===== src/rtl/fe_fifo_reader.sv =====
// Capture FIFO reader: pops 18-bit entries and presents them as three bytes
// on the USB register read path, with an entry counter and an underflow flag.
module fe_fifo_reader #(
    parameter int pWORD_COUNT_WIDTH = 16
) (
    input  logic                         cwusb_clk,
    input  logic                         reset_n,
    input  logic [17:0]                  I_fifo_dout,
    input  logic                         I_fifo_empty,
    output logic                         O_fifo_rd,
    input  logic                         I_fifo_overflow_blocked,
    input  logic                         I_byte_rd,
    input  logic                         I_flush,
    output logic [7:0]                   O_byte,
    output logic                         O_byte_valid,
    output logic                         O_underflow,
    output logic [pWORD_COUNT_WIDTH-1:0] O_word_count
);

    // state   | meaning
    // S_EMPTY | no entry held
    // S_WAIT  | FIFO read issued last cycle, data arrives now
    // S_B0..2 | byte index 0..2 of the held entry presented
    typedef enum logic [2:0] {
        S_EMPTY = 3'd0,
        S_WAIT  = 3'd1,
        S_B0    = 3'd2,
        S_B1    = 3'd3,
        S_B2    = 3'd4
    } state_t;

    localparam logic [pWORD_COUNT_WIDTH-1:0] C_CNT_ONE = {{(pWORD_COUNT_WIDTH-1){1'b0}}, 1'b1};

    state_t                         r_state;
    logic [17:0]                    r_word;
    logic                           r_flag;
    logic                           r_run;
    logic                           r_underflow;
    logic [pWORD_COUNT_WIDTH-1:0]   r_count;

    logic                           w_byte_valid;
    logic                           w_fifo_rd;
    logic [7:0]                     w_byte;

    assign w_byte_valid = (r_state == S_B0) || (r_state == S_B1) || (r_state == S_B2);

    // Read decision is combinational so the next entry is requested in the
    // same cycle the last byte is consumed; the run bit keeps it quiet in reset.
    assign w_fifo_rd = r_run && !I_flush && !I_fifo_empty &&
                       ((r_state == S_EMPTY) || ((r_state == S_B2) && I_byte_rd));

    always_comb begin
        w_byte = 8'h00;
        case (r_state)
            S_B0:    w_byte = r_word[7:0];
            S_B1:    w_byte = r_word[15:8];
            S_B2:    w_byte = {r_flag, 5'b00000, r_word[17:16]};
            default: w_byte = 8'h00;
        endcase
    end

    always_ff @(posedge cwusb_clk or negedge reset_n) begin
        if (!reset_n) begin
            r_state     <= S_EMPTY;
            r_word      <= 18'h0;
            r_flag      <= 1'b0;
            r_run       <= 1'b0;
            r_underflow <= 1'b0;
            r_count     <= '0;
        end else begin
            r_run <= 1'b1;
            if (I_flush) begin
                r_state     <= S_EMPTY;
                r_underflow <= 1'b0;
                r_count     <= '0;
            end else begin
                if (I_byte_rd && !w_byte_valid) begin
                    r_underflow <= 1'b1;
                end
                case (r_state)
                    S_EMPTY: begin
                        if (w_fifo_rd) r_state <= S_WAIT;
                    end
                    S_WAIT: begin
                        r_word  <= I_fifo_dout;
                        r_flag  <= I_fifo_overflow_blocked;
                        if (r_count != '1) r_count <= r_count + C_CNT_ONE;
                        r_state <= S_B0;
                    end
                    S_B0: begin
                        if (I_byte_rd) r_state <= S_B1;
                    end
                    S_B1: begin
                        if (I_byte_rd) r_state <= S_B2;
                    end
                    S_B2: begin
                        if (I_byte_rd) r_state <= w_fifo_rd ? S_WAIT : S_EMPTY;
                    end
                    default: r_state <= S_EMPTY;
                endcase
            end
        end
    end

    assign O_fifo_rd    = w_fifo_rd;
    assign O_byte       = w_byte;
    assign O_byte_valid = w_byte_valid;
    assign O_underflow  = r_underflow;
    assign O_word_count = r_count;

endmodule


===== config.mk =====
export PLATFORM = sky130hd
export DESIGN_NAME = fe_fifo_reader
export DESIGN_NICKNAME = d
export VERILOG_FILES = /design/src/rtl/fe_fifo_reader.sv
export SDC_FILE = /design/constraint.sdc
export NUM_CORES = 1
export LEC_CHECK = 0
export ABC_AREA = 1
export BUFFER_PORTS_ARGS = -buffer_cell sky130_fd_sc_hd__buf_4
export CAP_MARGIN = 20
export CELL_PAD_IN_SITES_DETAIL_PLACEMENT = 1
export CELL_PAD_IN_SITES_GLOBAL_PLACEMENT = 1
export CORE_UTILIZATION = 36
export CTS_BUF_LIST = sky130_fd_sc_hd__clkbuf_4
export CTS_CLUSTER_DIAMETER = 60
export DETAILED_ROUTE_END_ITERATION = 7
export PLACE_DENSITY = 0.79
export SLEW_MARGIN = 25
export SYNTH_ARGS = -nofsm -noshare
export SYNTH_HDL_FRONTEND = slang
export SYNTH_SLANG_ARGS = --single-unit

===== constraint.sdc =====
create_clock -name cwusb_clk -period 1.4 [get_ports cwusb_clk]
set_input_delay 0.14 -clock cwusb_clk [delete_from_list [all_inputs] [get_ports cwusb_clk]]
set_output_delay 0.14 -clock cwusb_clk [all_outputs]
set_load 0.01 [all_outputs]

# After elaboration in Yosys (flattened, before gate mapping)

Index checks and enable logic that the tools add are counted.

Muxes and demuxes: 13
Reductions and logical operators: 18
Bitwise logic cells: 1
Equality and inequality tests: 9
$add $sub $neg: 1

Operator list:

| cell                  | number |
|---|---|
| $mux 16               | 3 |
| $pmux 8 s3            | 1 |
| $add 16x1->16 const B | 1 |
| $ne 16x16->1 const B  | 1 |
| $mux 3                | 5 |
| $pmux 3 s5            | 1 |
| $ne 3x3->1 const B    | 4 |
| $eq 3x2->1 const B    | 2 |
| $reduce_bool 2->1     | 3 |
| $logic_and 1x1->1     | 5 |
| $reduce_and 2->1      | 2 |
| $reduce_and 4->1      | 1 |
| $eq 3x1->1 const B    | 1 |
| $eq 3x3->1 const B    | 1 |
| $logic_not 1->1       | 3 |
| $logic_not 3->1       | 1 |
| $logic_or 1x1->1      | 3 |
| $mux 1                | 3 |
| $not 1->1             | 1 |

Word-level logic and storage cells: 48
Input bits: 24
Register bits after elaboration: 40
Output and inout bits: 27

# Depth between registers and ports, before layout

Gate-level depths: netlist (run 1).

Depth after elaboration: 8
Gate-level depth with buffers: 10
Depth with buffers taken out: 10

# Least setup slack after synthesis (run 1)

Ideal clock, no wire load.

Path kind: flip-flop to flip-flop
Start: register r_count[0] (netlist: O_word_count[0])
End: register r_count[11] (netlist: O_word_count[11])
Buffers on the path: 1
Slack: -112 ps
Data required time: 1,279 ps
Clock period less this slack: 1,512 ps
Cell stages (with the launch flop): 11
Arrival time: 1,391 ps
Setup time: 121 ps
Cell sequence: dfrtp_1 ha_1 nand3_2 inv_2 nand2_1 clkinv_1 nand3_2 nand2_4 buf_6 nand2_1 o21ai_1

Cells in the longest elaborated chain, start to end: 4
Elaborated cells on any way between the ends: 7
Those cells by class: 1 x add/sub; 1 x eq/ne; 3 x mux; 2 x reduce/logical

RTL lines:

| item                     | RTL line | RTL |
|---|---|---|
| start: declaration       | 39       | `logic [pWORD_COUNT_WIDTH-1:0] r_count;` |
| start signal: assignment | 87       | `if (r_count != '1) r_count <= r_count + C_CNT_ONE;` |
| $add 16x1->16            | 87       |  |
| $mux 16                  | 87       |  |
| $mux 16                  | 80       | `case (r_state)` |
| $mux 16                  | 72       | `if (I_flush) begin` |

Parallel ways exist; a longest one is shown, timed or not. The select of a mux whose other input is x is not followed.
A chain may end at the register's enable or synchronous reset.

# Final worst setup path (run 1)

Start: register r_state[2]
End: output port O_byte[7]

Cells in the longest elaborated chain, start to end: 2
Elaborated cells on any way between the ends: 4
Those cells by class: 3 x eq/ne; 1 x mux

RTL lines:

| item                                     | RTL line | RTL |
|---|---|---|
| start: declaration                       | 34       | `state_t r_state;` |
| start signal: assignment                 | 97       | `if (I_byte_rd) r_state <= w_fifo_rd ? S_WAIT : S_EMPTY;` |
| $eq 3x3->1 or $eq 3x2->1 (tied branches) | 54       | `case (r_state)` |
| $pmux 8 s3 *                             | 54       |  |
| end: declaration                         | 14       | `output logic [7:0] O_byte,` |

Every way passes the cells marked *; elsewhere a longest branch is shown, timed or not.

==> run metrics, run 1 <==
Core Footprint 0.00592 mm2; first-pass GRT wire length roughly 14000 um; r2r setup slk -0.24 ns; Ys Warns 0; fin util between 60% and 70%; mux cell area share after synthesis 0%; Max clock buf depth 2; total track usage 29.7%; Hold EP r_state[2]; wire length on met3 roughly 480 um; synthesized net count 316; f_max 570 MHz; fraction of registers with async set/reset 100%; final WL 12000 um; largest cells by area after synthesis dfrtp_1, nand2_1, inv_1, o21ai_1, nor2_1; Worst Slack Setup Final -0.354 ns; Port Buf Inserts 50; CP max stage delay 0.44 ns; internal power consumption between 3 and 4 mW; synth-to-layout area growth 82.0%; pin count of the biggest net entering global routing between 40 and 50; max-cap violations 0; maximum fanout along the worst path 5; vias in the first global route around 2800; initial antenna violation count 0; Hold Path Class in2reg; Comb pwr share 57.9%; adder-cell share of the synthesized area 0.569%; worst-margin pin slew just under 0.6 ns; worst hold stages 4; Post-DRT Antenna Nets 0; maximum VDD drop 0.894 mV; synthesized area about 0.0022 mm2; post-synthesis compound-gate area fraction around 11%; largest family of logic cells by synthesized area simple AND/OR/NAND/NOR gates; Antenna Cells 0; gr ovfl total 0; Placed Area 0.00285 mm2; PwrDens between 1500 and 2000 mW/mm2; ys flop type dfrtp_1; Starting Density 37.1%; most common cell in the netlist nand2_1; hold wc startpoint I_byte_rd; period utilization 125%; Net Sw Frac approximately 44%; R2R depth 9; uppermost layer routed met4; Finish-stage setup viols 48; met1 WL 4510 um; part of the power in registers 28.2%; crit path from r_state[2]; final hold violation count 0; Hold WS 0.0935 ns; RePlAce Congestion 0.819; worst path cell trace inv_2, nand3_2, buf_6, o221ai_2, buf_4; filler cell count in the final layout 663; total die area 0.00642 mm2; crit path DAT 1.61 ns; Crit Reg-Reg Startpoint r_state[0]; XOR/XNOR Fraction of Synth Area 1.99%; Critical Path RT 1.26 ns; Synth top cells by count nand2_1, dfrtp_1, inv_1, nor2_1, o21ai_1; Critical Path End Type primary output; Detailed Place HPWL 4870 um; met2 WL post-DR 6400 um; Iteration-0 DRC Markers ~170; leakage 1.98 nW; Final Net Count 445; Net Sw Power 2.72 mW; Reg area 0.00101 mm2; final clock skew 0.0269 ns; I/O pin total 51; Die X around 80 um; total CTS buffers 5; slowest cell on the critical path dfrtp_1; detail-routed via count per cell about 5.6; Multi-input gate area 0.00153 mm2; RSZ-0062 raised after global routing yes; max-slew violations 0; final instance area 0.00400 mm2; WL/cell 24.2 um; H-tree depth 2; Avg Cell Area, Syn 7.55 um2; DR vias 2760; critical path class reg2out; Period minus WS final 1.75 ns; Synth Instances 291; simple-gate portion of the synthesized area 30.9%; Slew headroom 61.3%; Clock power frac approximately 14%; area share of the largest cell type after synthesis 45.5%; Cell variety after synth 29; layout cells sized above 1 53.7%; DRT Pass-1 Iters 6; FF-to-FF End O_word_count[7]; Crit path max-delay family buffers and inverters; flops & latches, synth 40; Sink Count 40; outcome finished with violations; Clk Latency, worst-skew pair around 0.4 ns; failing checks negative setup slack; Post-synth EDFFs 0; clk slew on worst S/H paths between 0.1 and 0.15 ns; Power, Total 6.13 mW; TritonCTS clock tree done; Vert. Die Dim about 80 um; crit path buf inv count 3; sequential area share after synthesis 45.5%; Rows 28; Startpoint Class flip-flop; Synth area leader dfrtp_1; Clock Tree Root clkbuf_4; DR DRC count 0
registers in the layout (all words and copies together) (netlist names):
name and flops:
r_word 18, O_word_count 16, O_underflow 1, r_flag 1
r_state 3, r_run 1
layer usage:
| metal | track usage (%) | up-vias |
|---|---|---|
| li1 | - | 1191 |
| met1 | 32.2 | 1399 |
| met2 | 53.9 | 120 |
| met3 | 4.77 | 50 |
| met4 | 18.0 | 0 |
| met5 | 0 | - |
power groups by stage:
stage / clock network, mW / registers [mW] / logic, mW
final: 0.852 / 1.73 / 3.54
after global placement: 0 / 1.65 / 1.65
after floorplan: 0 / 1.66 / 1.03
after detailed placement: 0 / 1.68 / 1.72
after global routing: 0.881 / 1.74 / 3.69
after CTS: 0.823 / 1.67 / 2.17
worst max-delay path by stage:
stage | depth (start not counted) | to | slack [ns]
after floorplan | 10 | O_word_count[11] | 0.02
after global placement | 9 | O_word_count[4] | -0.06
after detailed placement | 9 | O_word_count[7] | -0.15
after CTS | 7 | O_byte[1] | -0.22
after global routing | 5 | O_byte[7] | -0.36
final | 5 | O_byte[7] | -0.35
repair_timing:
action                                  4_1_cts  5_1_grt
hold endpoints to repair                     55        4
hold buffers                                 16        4
setup buffers                                14        7
gates resized for setup                      43      101
gates cloned                                  3        7
endpoints found under the setup margin       25       47
pin swaps                                    12       18
worst min-delay path, stage by stage:
cell     delay [ns]
buf_4          0.10
o22ai_1        0.10
inv_1          0.06
nor2_1         0.04
placed cells by master (no fill, tap or decap), types with 2 or more instances in the layout:
cell	Yosys	final
buf_12	0	3
nor2_4	0	5
nor2_1	30	22
dlygate4sd3_1	0	20
o21ai_4	0	3
nand3_4	0	4
o21ai_0	9	3
nand2_4	1	19
clkbuf_16	0	4
nand4_1	5	5
nand3_2	2	4
clkbuf_4	0	5
nand2_2	1	30
o22ai_2	0	4
buf_6	5	9
dfrtp_2	0	5
nand3_1	22	16
nand2_1	86	37
inv_1	36	33
o21ai_1	23	12
dfrtp_1	40	35
buf_4	1	88
nand2_8	0	5
nor2_2	0	4
o22ai_1	6	2
xor2_1	5	5
inv_2	4	6
o21ai_2	0	14
o221ai_2	0	3
stage by stage:
stage | cells | worst slack, ns | setup TNS, ns
final | 496 | -0.354 | -8.49
after global routing | 496 | -0.359 | -11.41
after CTS | 478 | -0.216 | -1.77
after detailed placement | 437 | -0.149 | -0.604
after global placement | 437 | -0.0574 | -0.184
after floorplan | 291 | 0.0226 | 0
kinds of logic after synthesis:
logic type               count (synthesis)
XOR/XNOR                                 5
AO/OA/AOI/OAI                           43
other                                    1
flip-flops                              40
AND/OR/NAND/NOR                        153
buffers and inverters                   48
adder cells (fa/ha/maj)                  1
cell type report:
cell class | instances | area share [%]
Clock buffer | 5 | 0.938
Timing Repair Buffer | 125 | 28.2
Clock inverter | 3 | 1.06
Inverter | 41 | 4.04
Multi-Input combinational cell | 207 | 38.3
Sequential cell | 40 | 25.2
Tap cell | 75 | 2.35
(Power assumes the default switching activity.)
==> inputs of run 2 (changes only) <==
--- a/config.mk
+++ b/config.mk
@@ -14,7 +14,7 @@
 export CTS_BUF_LIST = sky130_fd_sc_hd__clkbuf_4
 export CTS_CLUSTER_DIAMETER = 60
 export DETAILED_ROUTE_END_ITERATION = 7
-export PLACE_DENSITY = 0.79
+export PLACE_DENSITY = 0.77
 export SLEW_MARGIN = 25
 export SYNTH_ARGS = -nofsm -noshare
 export SYNTH_HDL_FRONTEND = slang
==> run metrics, run 2 (synthesis gave the netlist of run 1 again) <==
failing checks negative setup slack (unchanged); leakage 1.96 nW (was 1.98 nW); Antenna Cells 0 (unchanged); maximum VDD drop 1.17 mV (was 0.894 mV); Placed Area 0.00286 mm2 (was 0.00285 mm2); gr ovfl total 0 (unchanged); Port Buf Inserts 50 (unchanged); r2r setup slk -0.38 ns (was -0.24 ns); Max clock buf depth 2 (unchanged); f_max 562 MHz (was 570 MHz); total die area 0.00642 mm2 (unchanged); CP max stage delay 0.46 ns (was 0.44 ns); Clk Latency, worst-skew pair 0.38 ns (was 0.40 ns); Critical Path End Type flip-flop (was primary output); fin util 66.5% (was 67.6%); layout cells sized above 1 53.4% (was 53.7%); outcome finished with violations (unchanged); DRT Pass-1 Iters 6 (unchanged); vias in the first global route 2603 (was 2820); uppermost layer routed met4 (unchanged); Multi-input gate area 0.00149 mm2 (was 0.00153 mm2); period utilization 127% (was 125%); RePlAce Congestion 0.878 (was 0.819); final instance area 0.00394 mm2 (was 0.00400 mm2); initial antenna violation count 0 (unchanged); RSZ-0062 raised after global routing yes (unchanged); final hold violation count 0 (unchanged); most common cell after layout, fill and taps aside buf_4 (unchanged); Crit Reg-Reg Startpoint r_state[0] (unchanged); detail-routed via count per cell 5.61 (was 5.56); final clock skew 0.0156 ns (was 0.0269 ns); WL/cell 22.8 um (was 24.2 um); Period minus WS final 1.78 ns (was 1.75 ns); Core Footprint 0.00592 mm2 (unchanged); hold wc startpoint I_byte_rd (unchanged); worst path cell trace inv_2, buf_6, nor3_4, clkinv_4, buf_12, nor2_4, buf_12, nand2_2, o21ai_1 (was inv_2, nand3_2, buf_6, o221ai_2, buf_4); first-pass GRT wire length 13000 um (was 14000 um); Clock Tree Root clkbuf_4 (unchanged); Starting Density 37.1% (unchanged); Vert. Die Dim 80.1 um (unchanged); Rows 28 (unchanged); Stages on worst setup path 9 (was 5); Crit path max-delay family buffers and inverters (unchanged); R2R depth 9 (unchanged); met1 WL 4240 um (was 4510 um); crit path DAT 2.07 ns (was 1.61 ns); final WL 11300 um (was 12000 um); Finish-stage setup viols 47 (was 48); FF-to-FF End r_word[15] (was O_word_count[7]); Reg area 0.00101 mm2 (about the same); H-tree depth 2 (unchanged); total track usage 26.9% (was 29.7%); most frequent cells in the layout buf_4, nand2_1, dfrtp_1, inv_1, nand2_2 (unchanged); Top reg by flops r_word (unchanged); max-slew violations 0 (unchanged); DR DRC count 0 (unchanged); Hold Path Class in2reg (unchanged); Die X 80.1 um (unchanged); TNS Setup -11.02 ns (was -8.49 ns); filler cell count in the final layout 690 (was 663); worst hold stages 4 (unchanged); Worst Slack Setup Final -0.379 ns (was -0.354 ns); Slew headroom 63.0% (was 61.3%); critical path endpoint r_word[15] (was O_byte[7]); wire length on met3 485 um (was 482 um); Critical Path RT 1.69 ns (was 1.26 ns); TritonCTS clock tree done (unchanged); slowest cell on the critical path dfrtp_2 (was dfrtp_1); Post-DRT Antenna Nets 0 (unchanged); max-cap violations 0 (unchanged); crit path from r_state[0] (was r_state[2]); worst-margin pin slew 0.556 ns (was 0.581 ns); Iteration-0 DRC Markers 138 (was 174); PwrDens 1510 mW/mm2 (was 1530 mW/mm2); Critical Path Most Common Cell buf_12; DR vias 2783 (was 2760); clk slew on worst S/H paths 0.15 ns (was 0.12 ns); pin count of the biggest net entering global routing 41 (unchanged); Startpoint Class flip-flop (unchanged); total CTS buffers 5 (unchanged); crit path buf inv count 5 (was 3); met2 WL post-DR 5920 um (was 6400 um); Final Net Count 445 (unchanged); Largest register FFs 18 (unchanged); synth-to-layout area growth 79.2% (was 82.0%); critical path class reg2reg (was reg2out); maximum fanout along the worst path 6 (was 5); I/O pin total 51 (unchanged); Sink Count 40 (unchanged); Detailed Place HPWL 4780 um (was 4870 um)
-- run 2: cell count changes in the layout (fill, tap and decap cells not counted), sizes merged --
cell,change
buf,+3
clkbuf,-2
clkinv,+2
clkinvlp,-1
dlygate4sd3,-1
inv,-1
-- run 2: layer usage --
| layer | global-route usage (%) | vias up |
|---|---|---|
| li1 | - | 1195 |
| met1 | 31.9 | 1405 |
| met2 | 47.9 | 126 |
| met3 | 5.34 | 57 |
| met4 | 9.46 | 0 |
| met5 | 0 | - |
-- run 2: through the flow --
| step | cells | setup WS [ns] | hold WS, ns | power, mW |
|---|---|---|---|---|
| CTS | 478 | -0.210 | 0.00183 | 4.72 |
| global placement | 440 | -0.0203 | 0.159 | 3.30 |
| finish | 496 | -0.379 | 0.0408 | 5.96 |
| detailed placement | 440 | -0.0910 | 0.161 | 3.39 |
| global route | 496 | -0.412 | 0.0646 | 6.20 |
| floorplan | 291 | 0.0226 | -0.156 | 2.70 |
-- run 2: power breakdown --
group	internal, mW	switching (mW)	total (mW)	leakage (nW)
Clock	0.382	0.471	0.853	0.0454
Sequential	1.49	0.214	1.70	0.511
Combinational	1.48	1.92	3.40	1.41
Total	3.35	2.60	5.96	1.96
-- run 2: how the worst min path moves through the flow --
stage	end	slack, ns
5_1_grt	r_word[15]	0.06
6_report	r_state[2]	0.04
4_1_cts	r_word[15]	0.002
2_1_floorplan	O_underflow	-0.16
3_3_place_gp	r_word[14]	0.16
3_5_place_dp	r_word[14]	0.16
-- run 2: worst min-delay path: cells and delay by family --
kind / cells / cell delay (ns)
buffers and inverters: 2 / 0.15
AND/OR/NAND/NOR: 1 / 0.03
AO/OA/AOI/OAI: 1 / 0.08
-- run 2: cell type report --
class / count / area share, %
Clock buffer: 5 / 0.953
Clock inverter: 3 / 1.21
Inverter: 41 / 4.22
Multi-Input combinational cell: 207 / 37.8
Sequential cell: 40 / 25.6
Tap cell: 75 / 2.38
Timing Repair Buffer: 125 / 27.9
-- run 2: what timing repair did --
action | in CTS | in global routing
cloned | 3 | 4
pin swaps | 9 | 20
hold endpoints to repair | 54 | 4
gates resized for setup | 48 | 93
hold buffers | 15 | 4
buffers inserted | 12 | 10
setup endpoints to repair | 25 | 47
==> inputs of run 3 (changes only) <==
--- a/config.mk
+++ b/config.mk
@@ -6,6 +6,7 @@
 export NUM_CORES = 1
 export LEC_CHECK = 0
 export ABC_AREA = 1
+export ABC_CLOCK_PERIOD_IN_PS = 1400
 export BUFFER_PORTS_ARGS = -buffer_cell sky130_fd_sc_hd__buf_4
 export CAP_MARGIN = 20
 export CELL_PAD_IN_SITES_DETAIL_PLACEMENT = 1
@@ -15,6 +16,7 @@
 export CTS_CLUSTER_DIAMETER = 60
 export DETAILED_ROUTE_END_ITERATION = 7
 export PLACE_DENSITY = 0.77
+export SKIP_LAST_GASP = 1
 export SLEW_MARGIN = 25
 export SYNTH_ARGS = -nofsm -noshare
 export SYNTH_HDL_FRONTEND = slang
==> run metrics, run 3 (synthesis gave the netlist of run 1 again) <==
outcome finished with violations (unchanged); failing checks design-rule violations, negative setup slack (was negative setup slack); Period minus WS final 1.65 ns (was 1.78 ns); clk slew on worst S/H paths 0.13 ns (was 0.15 ns); filler cell count in the final layout 720 (was 690); maximum VDD drop 0.813 mV (was 1.17 mV); Post-DRT Antenna Nets 0 (unchanged); DRT Pass-1 Iters 8 (was 6); Placed Area 0.00286 mm2 (unchanged); worst-margin pin slew 0.534 ns (was 0.556 ns); leakage 1.74 nW (was 1.96 nW); Critical Path RT 1.26 ns (was 1.69 ns); H-tree depth 2 (unchanged); CP max stage delay 0.47 ns (was 0.46 ns); total track usage 27.7% (was 26.9%); critical path class reg2out (was reg2reg); Crit path max-delay family flip-flops (was buffers and inverters); Sink Count 40 (unchanged); detail-routed via count per cell 5.12 (was 5.61); Worst Slack Setup Final -0.254 ns (was -0.379 ns); Core Footprint 0.00592 mm2 (unchanged); Largest register FFs 18 (unchanged); Cells after DPL 440 (unchanged); Startpoint Class flip-flop (unchanged); vias in the first global route 2570 (was 2603); final WL 8670 um (was 11300 um); Critical Path Most Common Cell buf_4 (was buf_12); TNS Setup -8.79 ns (was -11.02 ns); WL/cell 17.9 um (was 22.8 um); Antenna Cells 0 (unchanged); Starting Density 37.1% (unchanged); synth-to-layout area growth 63.3% (was 79.2%); Max clock buf depth 2 (unchanged); max-cap violations 0 (unchanged); period utilization 118% (was 127%); Vert. Die Dim 80.1 um (unchanged); Power, Total 5.30 mW (was 5.96 mW); layout cells sized above 1 41.0% (was 53.4%); Top reg by flops r_word (unchanged); Final Net Count 434 (was 445); final instance area 0.00359 mm2 (was 0.00394 mm2); DR DRC count 1 (was 0); most common cell after layout, fill and taps aside buf_4 (unchanged); Critical Path End Type primary output (was flip-flop); maximum fanout along the worst path 5 (was 6); Slew headroom 64.4% (was 63.0%); pin count of the biggest net entering global routing 41 (unchanged); crit path buf inv count 3 (was 5); most frequent cells in the layout buf_4, nand2_1, dfrtp_1, inv_1, nor2_1 (was buf_4, nand2_1, dfrtp_1, inv_1, nand2_2); gr ovfl total 0 (unchanged); max-slew violations 0 (unchanged); slowest cell on the critical path dfrtp_2 (unchanged); Die X 80.1 um (unchanged); Iteration-0 DRC Markers 138 (unchanged); Clock Tree Root clkbuf_4 (unchanged); Hold Path Class in2reg (unchanged); RePlAce Congestion 0.878 (unchanged); Rows 28 (unchanged); Clk Latency, worst-skew pair 0.37 ns (was 0.38 ns); final hold violation count 0 (unchanged); total CTS buffers 5 (unchanged); Finish-stage setup viols 46 (was 47); Port Buf Inserts 50 (unchanged); initial antenna violation count 0 (unchanged); f_max 605 MHz (was 562 MHz); RSZ-0062 raised after global routing yes (unchanged); PwrDens 1470 mW/mm2 (was 1510 mW/mm2); crit path DAT 1.51 ns (was 2.07 ns); worst slack at placement -0.0910 ns (unchanged); Post-Layout Cell Count 485 (was 496); DR vias 2482 (was 2783); final clock skew 0.0237 ns (was 0.0156 ns); I/O pin total 51 (unchanged); TritonCTS clock tree done (unchanged); Detailed Place HPWL 4780 um (unchanged); first-pass GRT wire length 13200 um (was 13000 um); total die area 0.00642 mm2 (unchanged); worst path cell trace buf_4, nor2_4, inv_4, o22ai_2, buf_4 (was inv_2, buf_6, nor3_4, clkinv_4, buf_12, nor2_4, buf_12, nand2_2, o21ai_1)
[run 3: metal layers]
| metal | GRT usage [%] | routed length [um] | vias up |
|---|---|---|---|
| met5 | 0 | 0 | - |
| met4 | 11.6 | 170 | 0 |
| met3 | 4.55 | 258 | 12 |
| met2 | 48.6 | 4640 | 64 |
| met1 | 33.4 | 3600 | 1236 |
| li1 | - | - | 1170 |
[run 3: what timing repair did]
item / CTS / global route
endpoints found under the setup margin: 25 / 48
hold endpoints to repair: 54 / 1
resized for setup: 45 / 22
buffers inserted: 12 / 5
hold buffers: 15 / 1
pin swaps: 9 / 6
cloned: 3 / 1
[run 3: worst paths after layout]
check	startpoint	to	slack, ns	cells after the start
worst min register to register	O_underflow	O_underflow	0.52	1
min in group asynchronous	reset_n	r_word[14]	0.26	2
worst min-delay path	I_fifo_dout[17]	r_word[17]	0.01	3
worst max register to register	r_state[1]	r_word[15]	-0.25	7
worst max-delay path	r_state[0]	O_byte[4]	-0.25	5
max in group asynchronous	reset_n	O_word_count[8]	0.71	2
[run 3: where the power goes]
part,internal (mW),switching (mW),leakage [nW]
Clock,0.382,0.443,0.0454
Sequential,1.49,0.207,0.511
Combinational,1.24,1.53,1.18
Total,3.12,2.18,1.74
[run 3: metrics by stage]
stage | util, % | hold WS [ns]
2_1_floorplan | - | -0.156
3_3_place_gp | 48.4 | 0.159
3_5_place_dp | 48.4 | 0.161
4_1_cts | 57.4 | 0.00183
5_1_grt | 60.7 | 0.0242
6_report | 60.7 | 0.0113
[run 3: area by class of cell]
class / count / area [um2] / share of cell area [%]
Multi-Input combinational cell: 206 / 1260 / 35.1
Timing Repair Buffer: 115 / 977 / 27.2
Sequential cell: 40 / 1010 / 28.1
Tap cell: 75 / 93.8 / 2.61
Clock buffer: 5 / 37.5 / 1.05
Inverter: 41 / 166 / 4.63
Clock inverter: 3 / 47.5 / 1.32
[run 3: worst min-delay path: stages]
cell	delay [ns]
buf_4	0.08
nand2_1	0.04
o21ai_1	0.07
